### src/rtl/coproc_csr_pkg.sv
// Shared constants for the coprocessor CSR bank: register map, bit positions,
// run-state encoding and the default VERSION word.
package coproc_csr_pkg;
   localparam int ADDR_CTRL    = 0;
   localparam int ADDR_CMD     = 1;
   localparam int ADDR_STATUS  = 2;
   localparam int ADDR_IRQ_EN  = 3;
   localparam int ADDR_CYCLES  = 4;
   localparam int ADDR_VERSION = 5;

   localparam int CMD_START = 0;
   localparam int CMD_ABORT = 1;

   localparam int STAT_BUSY    = 0;
   localparam int STAT_DONE    = 1;
   localparam int STAT_ERR     = 2;
   localparam int STAT_TIMEOUT = 3;

   localparam int IRQ_DONE    = 0;
   localparam int IRQ_ERR     = 1;
   localparam int IRQ_TIMEOUT = 2;

   localparam logic [31:0] VERSION_DEFAULT = 32'h0002_0000;

   typedef enum logic {IDLE = 1'b0, RUN = 1'b1} run_state_e;
endpackage

### src/rtl/coproc_csr_bank_if.sv
// HPS lightweight-bus slave port of the coprocessor CSR bank.
interface coproc_csr_bank_if #(
   parameter int ADDR_W = 3,
   parameter int DATA_W = 32
);
   logic [ADDR_W-1:0] address;
   logic              chipselect;
   logic              write;
   logic              read;
   logic [DATA_W-1:0] writedata;
   logic [DATA_W-1:0] readdata;

   modport master (output address, chipselect, write, read, writedata, input readdata);
   modport slave  (input address, chipselect, write, read, writedata, output readdata);
endinterface

### src/rtl/coproc_csr_bank_bus_sync_edge.sv
// Synchroniser for an asynchronous bus strobe plus its companion fields,
// with a single-cycle rising-edge indication aligned to the synced fields.
module bus_sync_edge #(
   parameter int STAGES = 2,
   parameter int DATA_W = 8
) (
   input  logic              clk,
   input  logic              reset,
   input  logic              strobe,
   input  logic [DATA_W-1:0] data,
   output logic              rise,
   output logic [DATA_W-1:0] data_sync
);
   // strobe_q[STAGES] is the history flop used only for edge detection
   logic [STAGES:0]   strobe_q;
   logic [DATA_W-1:0] data_q [STAGES];

   always_ff @(posedge clk) begin
      if (reset) begin
         strobe_q <= '0;
         for (int i = 0; i < STAGES; i++) data_q[i] <= '0;
      end else begin
         strobe_q  <= {strobe_q[STAGES-1:0], strobe};
         data_q[0] <= data;
         for (int i = 1; i < STAGES; i++) data_q[i] <= data_q[i-1];
      end
   end

   assign rise      = strobe_q[STAGES-1] & ~strobe_q[STAGES];
   assign data_sync = data_q[STAGES-1];
endmodule

### src/rtl/coproc_csr_bank.sv
// Control/status register bank for the image-scaling coprocessor.
// Optional watchdog enabled by defining TIMEOUT_EN.
module coproc_csr_bank
   import coproc_csr_pkg::*;
#(
   parameter int          DATA_W         = 32,
   parameter int          ADDR_W         = 3,
   parameter int          ALG_W          = 2,
   parameter int          ZOOM_W         = 3,
   parameter int          ZOOM_RESET     = 2,
   parameter int          SYNC_STAGES    = 2,
   parameter logic [31:0] VERSION        = VERSION_DEFAULT,
   parameter int          TIMEOUT_CYCLES = 2**20
) (
   input  logic               clk,
   input  logic               reset,
   coproc_csr_bank_if.slave   bus,
   output logic [ALG_W-1:0]   algorithm_select_out,
   output logic [ZOOM_W-1:0]  zoom_level_out,
   output logic               start_pulse_out,
   output logic               abort_pulse_out,
   output logic               busy_out,
   output logic               irq_out,
   input  logic               processing_done_in
);
   localparam int SW = 1 + ADDR_W + DATA_W;
`ifdef TIMEOUT_EN
   localparam logic [2:0] IRQ_WMASK = 3'b111;
`else
   localparam logic [2:0] IRQ_WMASK = 3'b011;
`endif

   if (DATA_W < 16 || ADDR_W < 3 || SYNC_STAGES < 2 || TIMEOUT_CYCLES < 2) begin : g_bad_params
      $error("coproc_csr_bank: parameter out of range");
   end

   function automatic logic [DATA_W-1:0] sat_inc(input logic [DATA_W-1:0] v);
      return (&v) ? v : v + 1'b1;
   endfunction

   run_state_e        state, state_n;
   logic              wr_rise, c_cs, commit, unused_wdata;
   logic [ADDR_W-1:0] c_addr;
   logic [DATA_W-1:0] c_wdata, run_cnt, cycles, rd_mux;
   logic [SW-1:0]     wr_sync;
   logic              wr_ctrl, wr_cmd, wr_status, wr_irq, start_cmd, abort_cmd;
   logic              start_n, abort_n, done_set, err_set, to_set, cyc_load, to_hit;
   logic              done_st, err_st, to_st, pdone_q, done_rise;
   logic [2:0]        irq_en;

   bus_sync_edge #(.STAGES(SYNC_STAGES), .DATA_W(SW)) u_wr_sync (
      .clk       (clk),
      .reset     (reset),
      .strobe    (bus.write),
      .data      ({bus.chipselect, bus.address, bus.writedata}),
      .rise      (wr_rise),
      .data_sync (wr_sync)
   );

   assign {c_cs, c_addr, c_wdata} = wr_sync;
   assign unused_wdata = ^c_wdata;
   assign commit    = wr_rise & c_cs;
   assign wr_ctrl   = commit && (c_addr == ADDR_W'(ADDR_CTRL));
   assign wr_cmd    = commit && (c_addr == ADDR_W'(ADDR_CMD));
   assign wr_status = commit && (c_addr == ADDR_W'(ADDR_STATUS));
   assign wr_irq    = commit && (c_addr == ADDR_W'(ADDR_IRQ_EN));
   assign start_cmd = wr_cmd & c_wdata[CMD_START];
   assign abort_cmd = wr_cmd & c_wdata[CMD_ABORT];
   assign done_rise = processing_done_in & ~pdone_q;
   assign busy_out  = (state == RUN);

`ifdef TIMEOUT_EN
   assign to_hit = (state == RUN) && (run_cnt == DATA_W'(TIMEOUT_CYCLES - 1));
`else
   assign to_hit = 1'b0;
`endif

   always_ff @(posedge clk) begin
      if (reset) state <= IDLE;
      else       state <= state_n;
   end

   // Abort (including start+abort) outranks completion; start during RUN only flags err
   always_comb begin
      state_n  = state;
      start_n  = 1'b0;
      abort_n  = 1'b0;
      done_set = 1'b0;
      to_set   = 1'b0;
      cyc_load = 1'b0;
      err_set  = (state == RUN) && start_cmd && !abort_cmd;
      unique case (state)
         IDLE: if (start_cmd && !abort_cmd) begin
            state_n = RUN;
            start_n = 1'b1;
         end
         RUN: if (abort_cmd) begin
            state_n = IDLE;
            abort_n = 1'b1;
         end else if (done_rise) begin
            state_n  = IDLE;
            done_set = 1'b1;
            cyc_load = 1'b1;
         end else if (to_hit) begin
            state_n = IDLE;
            abort_n = 1'b1;
            to_set  = 1'b1;
         end
      endcase
   end

   always_comb begin
      rd_mux = '0;
      case (bus.address)
         ADDR_W'(ADDR_CTRL): begin
            rd_mux[ALG_W-1:0]              = algorithm_select_out;
            rd_mux[ALG_W+ZOOM_W-1:ALG_W]   = zoom_level_out;
         end
         ADDR_W'(ADDR_STATUS):  rd_mux[3:0] = {to_st, err_st, done_st, busy_out};
         ADDR_W'(ADDR_IRQ_EN):  rd_mux[2:0] = irq_en;
         ADDR_W'(ADDR_CYCLES):  rd_mux = cycles;
         ADDR_W'(ADDR_VERSION): rd_mux = DATA_W'(VERSION);
         default: ;
      endcase
   end

   // Hardware set is OR-ed after the W1C mask so a simultaneous set wins
   always_ff @(posedge clk) begin
      if (reset) begin
         start_pulse_out      <= 1'b0;
         abort_pulse_out      <= 1'b0;
         algorithm_select_out <= '0;
         zoom_level_out       <= ZOOM_W'(ZOOM_RESET);
         irq_en               <= '0;
         done_st              <= 1'b0;
         err_st               <= 1'b0;
         run_cnt              <= '0;
         cycles               <= '0;
         pdone_q              <= 1'b0;
         irq_out              <= 1'b0;
         bus.readdata         <= '0;
      end else begin
         start_pulse_out <= start_n;
         abort_pulse_out <= abort_n;
         if (wr_ctrl) begin
            algorithm_select_out <= c_wdata[ALG_W-1:0];
            zoom_level_out       <= c_wdata[ALG_W+ZOOM_W-1:ALG_W];
         end
         if (wr_irq) irq_en <= c_wdata[2:0] & IRQ_WMASK;
         done_st <= (done_st & ~(wr_status & c_wdata[STAT_DONE])) | done_set;
         err_st  <= (err_st  & ~(wr_status & c_wdata[STAT_ERR]))  | err_set;
         if (start_n)            run_cnt <= '0;
         else if (state == RUN)  run_cnt <= sat_inc(run_cnt);
         if (cyc_load) cycles <= sat_inc(run_cnt);
         pdone_q <= processing_done_in;
         irq_out <= |({to_st, err_st, done_st} & irq_en);
         if (bus.chipselect && bus.read) bus.readdata <= rd_mux;
      end
   end

`ifdef TIMEOUT_EN
   always_ff @(posedge clk) begin
      if (reset) to_st <= 1'b0;
      else       to_st <= (to_st & ~(wr_status & c_wdata[STAT_TIMEOUT])) | to_set;
   end
`else
   assign to_st = 1'b0;
`endif
endmodule

### src/flat_wrapper.sv
// flat-port wrapper written by rule: the top's interface ports become plain ports
module coproc_csr_bank_flat import coproc_csr_pkg::*;
#(
   parameter int          DATA_W         = 32,
   parameter int          ADDR_W         = 3,
   parameter int          ALG_W          = 2,
   parameter int          ZOOM_W         = 3,
   parameter int          ZOOM_RESET     = 2,
   parameter int          SYNC_STAGES    = 2,
   parameter logic [31:0] VERSION        = VERSION_DEFAULT,
   parameter int          TIMEOUT_CYCLES = 2**20
)
  (clk, reset, algorithm_select_out, zoom_level_out, start_pulse_out, abort_pulse_out, busy_out, irq_out, processing_done_in, bus_address, bus_chipselect, bus_write, bus_read, bus_writedata, bus_readdata);
  coproc_csr_bank_if #(.ADDR_W(ADDR_W), .DATA_W(DATA_W)) bus_i ();
  input  logic clk;
  input  logic reset;
  output logic [ALG_W-1:0] algorithm_select_out;
  output logic [ZOOM_W-1:0] zoom_level_out;
  output logic start_pulse_out;
  output logic abort_pulse_out;
  output logic busy_out;
  output logic irq_out;
  input  logic processing_done_in;
  input wire logic [$bits(bus_i.address)-1:0] bus_address;
  input wire logic [$bits(bus_i.chipselect)-1:0] bus_chipselect;
  input wire logic [$bits(bus_i.write)-1:0] bus_write;
  input wire logic [$bits(bus_i.read)-1:0] bus_read;
  input wire logic [$bits(bus_i.writedata)-1:0] bus_writedata;
  output wire logic [$bits(bus_i.readdata)-1:0] bus_readdata;
  assign bus_i.address = bus_address;
  assign bus_i.chipselect = bus_chipselect;
  assign bus_i.write = bus_write;
  assign bus_i.read = bus_read;
  assign bus_i.writedata = bus_writedata;
  assign bus_readdata = bus_i.readdata;
  coproc_csr_bank #(.DATA_W(DATA_W), .ADDR_W(ADDR_W), .ALG_W(ALG_W), .ZOOM_W(ZOOM_W), .ZOOM_RESET(ZOOM_RESET), .SYNC_STAGES(SYNC_STAGES), .VERSION(VERSION), .TIMEOUT_CYCLES(TIMEOUT_CYCLES)) u_core (.clk(clk), .reset(reset), .bus(bus_i), .algorithm_select_out(algorithm_select_out), .zoom_level_out(zoom_level_out), .start_pulse_out(start_pulse_out), .abort_pulse_out(abort_pulse_out), .busy_out(busy_out), .irq_out(irq_out), .processing_done_in(processing_done_in));
endmodule
### config.mk
export PLATFORM = sky130hd
export DESIGN_NAME = coproc_csr_bank_flat
export DESIGN_NICKNAME = d
export VERILOG_FILES = /design/src/rtl/coproc_csr_pkg.sv /design/src/rtl/coproc_csr_bank_if.sv /design/src/rtl/coproc_csr_bank_bus_sync_edge.sv /design/src/rtl/coproc_csr_bank.sv /design/src/flat_wrapper.sv
export SDC_FILE = /design/constraint.sdc
export NUM_CORES = 1
export LEC_CHECK = 0
export BUFFER_PORTS_ARGS = -buffer_cell sky130_fd_sc_hd__clkbuf_2
export CORE_UTILIZATION = 54
export DETAILED_ROUTE_END_ITERATION = 16
export PLACE_DENSITY = 0.75
export SLEW_MARGIN = 5
export SYNTH_ARGS = -nofsm -noshare
export SYNTH_HDL_FRONTEND = slang
export SYNTH_HIERARCHICAL = 1
export SYNTH_SLANG_ARGS = --single-unit
### constraint.sdc
create_clock -name clk -period 2.3 [get_ports clk]
set_input_delay 0.23 -clock clk [delete_from_list [all_inputs] [get_ports clk]]
set_output_delay 0.23 -clock clk [all_outputs]
set_load 0.01 [all_outputs]
Word level (Yosys, flattened, before mapping). Memories as Yosys holds them, arrays and structs flattened. Index checks and enable logic that the tools add are counted.

Add/sub/neg operators: 1. Equality and inequality tests: 7. Multiplexer cells: 19. Bitwise operators: 19. Reductions and logical operators: 15.

Operators with widths (count): $mux 36 (2); $pmux 27 s2 (1); $add 32x1->32 const B (1); $mux 32 (1); $reduce_and 32->1 (1); $eq 3x2->1 const B (4); $pmux 3 s4 (1); $mux 1 (11); $and 1x1->1 (9); $logic_and 1x1->1 (8); $eq 3x3->1 const B (2); $logic_not 3->1 (2); $pmux 1 s2 (3); $not 1->1 (5); $or 1x1->1 (4); $reduce_or 2->1 (2); $eq 3x1->1 const B (1); $reduce_or 3->1 (1); $and 2x2->2 (1); $logic_not 1->1 (1).

Flip-flop bits (word level): 113. Bits in writable memories: 72. Bits of input ports: 41. Output and inout bits: 41. Logic and storage cells: 76. Memories: 1.

Memories: u_core.u_wr_sync.data_q (words 2, width 36, rd ports 2, clocked after Yosys merged registers in 0, write ports 2, RTL line coproc_csr_bank_bus_sync_edge.sv:16) `logic [DATA_W-1:0] data_q [STAGES];`.

Longest topological paths before layout.
Depth in word-level cells: 10. Mapped depth: 9. Gate-level depth less buffers: 6.

Modules after synthesis. Netlist, hierarchy kept.

By module, submodules not included: coproc_csr_bank (instances 1, cells an instance 595, area each 5054.8 um2); bus_sync_edge (instances 1, cells an instance 195, area each 2324.7 um2).

Worst setup path before layout. OpenSTA, ideal clock, no wires.

Path type: register -> register. Start point: register u_core.run_cnt[1]. End point: register u_core.cycles[20]. Library setup time: 91 ps. Data arrival time: 2303 ps. Data required time: 2209 ps. Setup slack: -94 ps. Stages on the path, launching flop included: 8. Clock period less this slack: 2394 ps. Cell sequence: dfxtp_1 ha_1 nand3_2 or4_1 buf_2 or3_4 or3_1 a311oi_1.

Cells in the longest elaborated chain, start to end: 2.

RTL lines: start, declared (RTL line coproc_csr_bank.sv:44) `logic [DATA_W-1:0] c_wdata, run_cnt, cycles, rd_mux;`; start signal, assigned (RTL line coproc_csr_bank.sv:153) `else if (state == RUN) run_cnt <= sat_inc(run_cnt);`; $add 32x1->32 / $reduce_and 32->1 (equally long branches) (RTL line coproc_csr_bank.sv:38) `return (&v) ? v : v + 1'b1;`; $mux 32 (*); end signal, assigned (RTL line coproc_csr_bank.sv:154) `if (cyc_load) cycles <= sat_inc(run_cnt);`; end, declared (RTL line coproc_csr_bank.sv:44).

Every way passes the cells marked *; elsewhere a longest branch is shown, timed or not. A chain may end at the register's enable or synchronous reset.

Final worst setup path.
Start point: register u_core.run_cnt[26]. End point: register u_core.cycles[3].

Cells in the longest elaborated chain, start to end: 2.

RTL lines (RTL line): $reduce_and 32->1 (coproc_csr_bank.sv:38); $mux 32.

No other way between the ends.

==> reports/metrics.csv <==
metric,value,unit
dieArea,11000,sq um
relSlewSlack,67.9,%
antenna_cells,0,
nNetsFinal,775,
cts_buffer_depth,2,
dpl-instance-area,6340,sq um
report.final.slew_viol_count,0,
cts_made_buffers,17,
overflow,0,
path_buf_inv,0,
end_kind,flop,
skew,0.0113,ns
placementRows,37,
hold_violations,0,
routed.top_layer,met4,
avgSynthCellArea,8.79,sq um
fin_crit,2.39,ns
outcome,finished with violations,
ir_drop,515,uV
cp_cell_sequence,nand4_1 -> or4_1 -> nor3_1 -> a21oi_1 -> a2111oi_1,
met3_length,1100,microns
finalSetupViolCount,1,
synth_area,5730,sq um
worstPathRequired,2.69,ns
grtUsageTotal,27.6,%
cp_top_family,simple AND/OR/NAND/NOR gates,
p_int,3720,uW
pwr_density_cell,697,nW/um^2
p_switching,1200,uW
yosysWarnings,6,
pwr-share-seq,46.8,%
clockPowerShare,50.6,%
slowest_delay,0.62,ns
cts.sinks,131,
drive_gt1_share,22.4,%
design.core.area,10300,sq um
antenna_found_initial,0,
p_leak,0.00252,uW
syn-instance-count,652,
start_kind,flop,
arrival,2.78,ns
first_pass_iters,6,
critPathMaxFanout,7,
drtIter0Drc,565,
gp_congestion,0.890,
grt_pass1_vias,4883,
power_frac_comb,2.6,%
grt_max_degree,103,
cts_tree,done,
wl_met2,6950,microns
timing.final.crit_share,104,%
num_vias,5381,
rsz0062_at_grt,true,
final_cell_area,7050,sq um
syn2layout_area_growth,23.0,%
die-width,105,microns
p_sw_share,24.4,%
criticalPathCategory,reg2reg,
tightest_slew,0.469,ns
violations,setup timing,
htree_levels,4,
wirelength_met1,6420,microns
wl,14900,microns
grt_pass1_wl,24000,microns
drc,0,
io_buffers,54,
routed_via_density,6.10,
max_freq,0.418,GHz
crit_path_top_delay_cell,or4_1,
synth_nets,694,
clk_pin_slew,0.06,ns
start_util,55.5,%
hold_path.class,in2reg,
insertion_delay,0.52,ns
die_h,105,microns
io-pin-count,82,
avgRoutedWirePerCell,16.9,microns
setup_ws,-0.0904,ns
cts_root_buf,clkbuf_8,
hpwl,9890,microns
maxCapViolCount,0,
timing.hold.ws,0.0542,ns
ant_nets,0,
==> layer usage <==
layer | global-route usage, % | vias to the layer above
met2 | 44.7 | 276
met4 | 11.3 | 0
met5 | 0 | -
met1 | 35.0 | 2504
met3 | 7.05 | 45
li1 | - | 2556
==> power by group through the flow <==
stage          Combinational (uW)  Sequential (uW)  Clock [uW]
4_1_cts                       125             2300        2520
3_3_place_gp                  111             2350           0
6_report                      127             2300        2490
3_5_place_dp                  113             2350           0
2_1_floorplan                88.6             2340           0
5_1_grt                       137             2300        2660
==> layout make-up <==
type | instances | area (sq um)
Clock inverter | 15 | 146
Multi-Input combinational cell | 453 | 2810
Clock buffer | 17 | 414
Timing Repair Buffer | 123 | 850
Fill cell | 750 | 3280
Inverter | 7 | 26.3
Sequential cell | 131 | 2630
Tap cell | 136 | 170
==> timing repair <==
action                                  CTS  global route
buffers inserted                          0             3
endpoints found under the setup margin    5            24
hold endpoints to repair                  8             0
pin swaps                                 0             2
resized for setup                         3             6
hold buffers                              8             0
==> layout by cell type, fill, tap and decap left out, types with 3 or more instances in the layout <==
cell           instances
nand2_1               31
buf_4                 57
a21oi_1               31
dfxtp_2                3
or3_1                 28
xnor2_1               13
a311oi_1              11
clkinv_4               5
mux2_2                 3
a211oi_1              15
nor4_1                13
buf_12                 3
o31ai_1                3
inv_6                  3
nand4_1               11
o211ai_1               7
nand3_1               21
or4b_2                 3
a211o_1                3
and3_1                 6
nor2b_1               29
dfxtp_1              128
clkbuf_16             16
inv_8                  4
or4_1                  7
inv_1                  7
a31oi_1                6
and4_1                 7
mux2i_1                8
nor2_1                81
nor3_1                14
o21ai_0               33
clkbuf_2              53
xor2_1                 7
dlygate4sd3_1          8
a22oi_1               29
==> final timing paths <==
path / startpoint / endpoint / slack (ns) / cells after the start
setup / recovery: u_core/run_cnt[26] / u_core/cycles[3] / -0.09 / 5
hold / removal: bus_read / u_core/bus.readdata[1] / 0.05 / 3
setup reg to reg: u_core/run_cnt[26] / u_core/cycles[3] / -0.09 / 5
hold reg to reg: u_core/u_wr_sync/data_q[0][34] / u_core/u_wr_sync/data_q[0][70] / 0.44 / 1
==> sequential cells by signal (all words and copies together), names as in the netlist <==
signal	flops
u_core/busy_out	1
u_core/irq_en	2
u_core/abort_pulse_out	1
u_core/pdone_q	1
u_core/zoom_level_out	3
u_core/bus.readdata	32
u_core/err_st	1
u_core/run_cnt	32
u_core/cycles	32
u_core/algorithm_select_out	2
u_core/u_wr_sync/strobe_q	3
u_core/u_wr_sync/data_q	18
u_core/irq_out	1
u_core/start_pulse_out	1
u_core/done_st	1
==> worst min-delay path: cells and delay by family <==
kind	cells	cell delay, ns
AOI/OAI and AO/OA	1	0.14
buffers and inverters	1	0.09
and+or+nand+nor	1	0.07
==> per-stage QoR <==
stage          std cells  setup TNS (ns)  total power [uW]  util [%]  setup WS, ns
2_1_floorplan        652               0              2430         -        0.0292
3_3_place_gp         839               0              2460      61.5        0.0547
3_5_place_dp         839         -0.0422              2460      61.5       -0.0256
4_1_cts              879               0              4950      67.7        0.0102
5_1_grt              882          -0.474              5090      68.3        -0.188
6_report             882         -0.0904              4910      68.3       -0.0904
No activity file was read; power rests on OpenSTA's default activity.
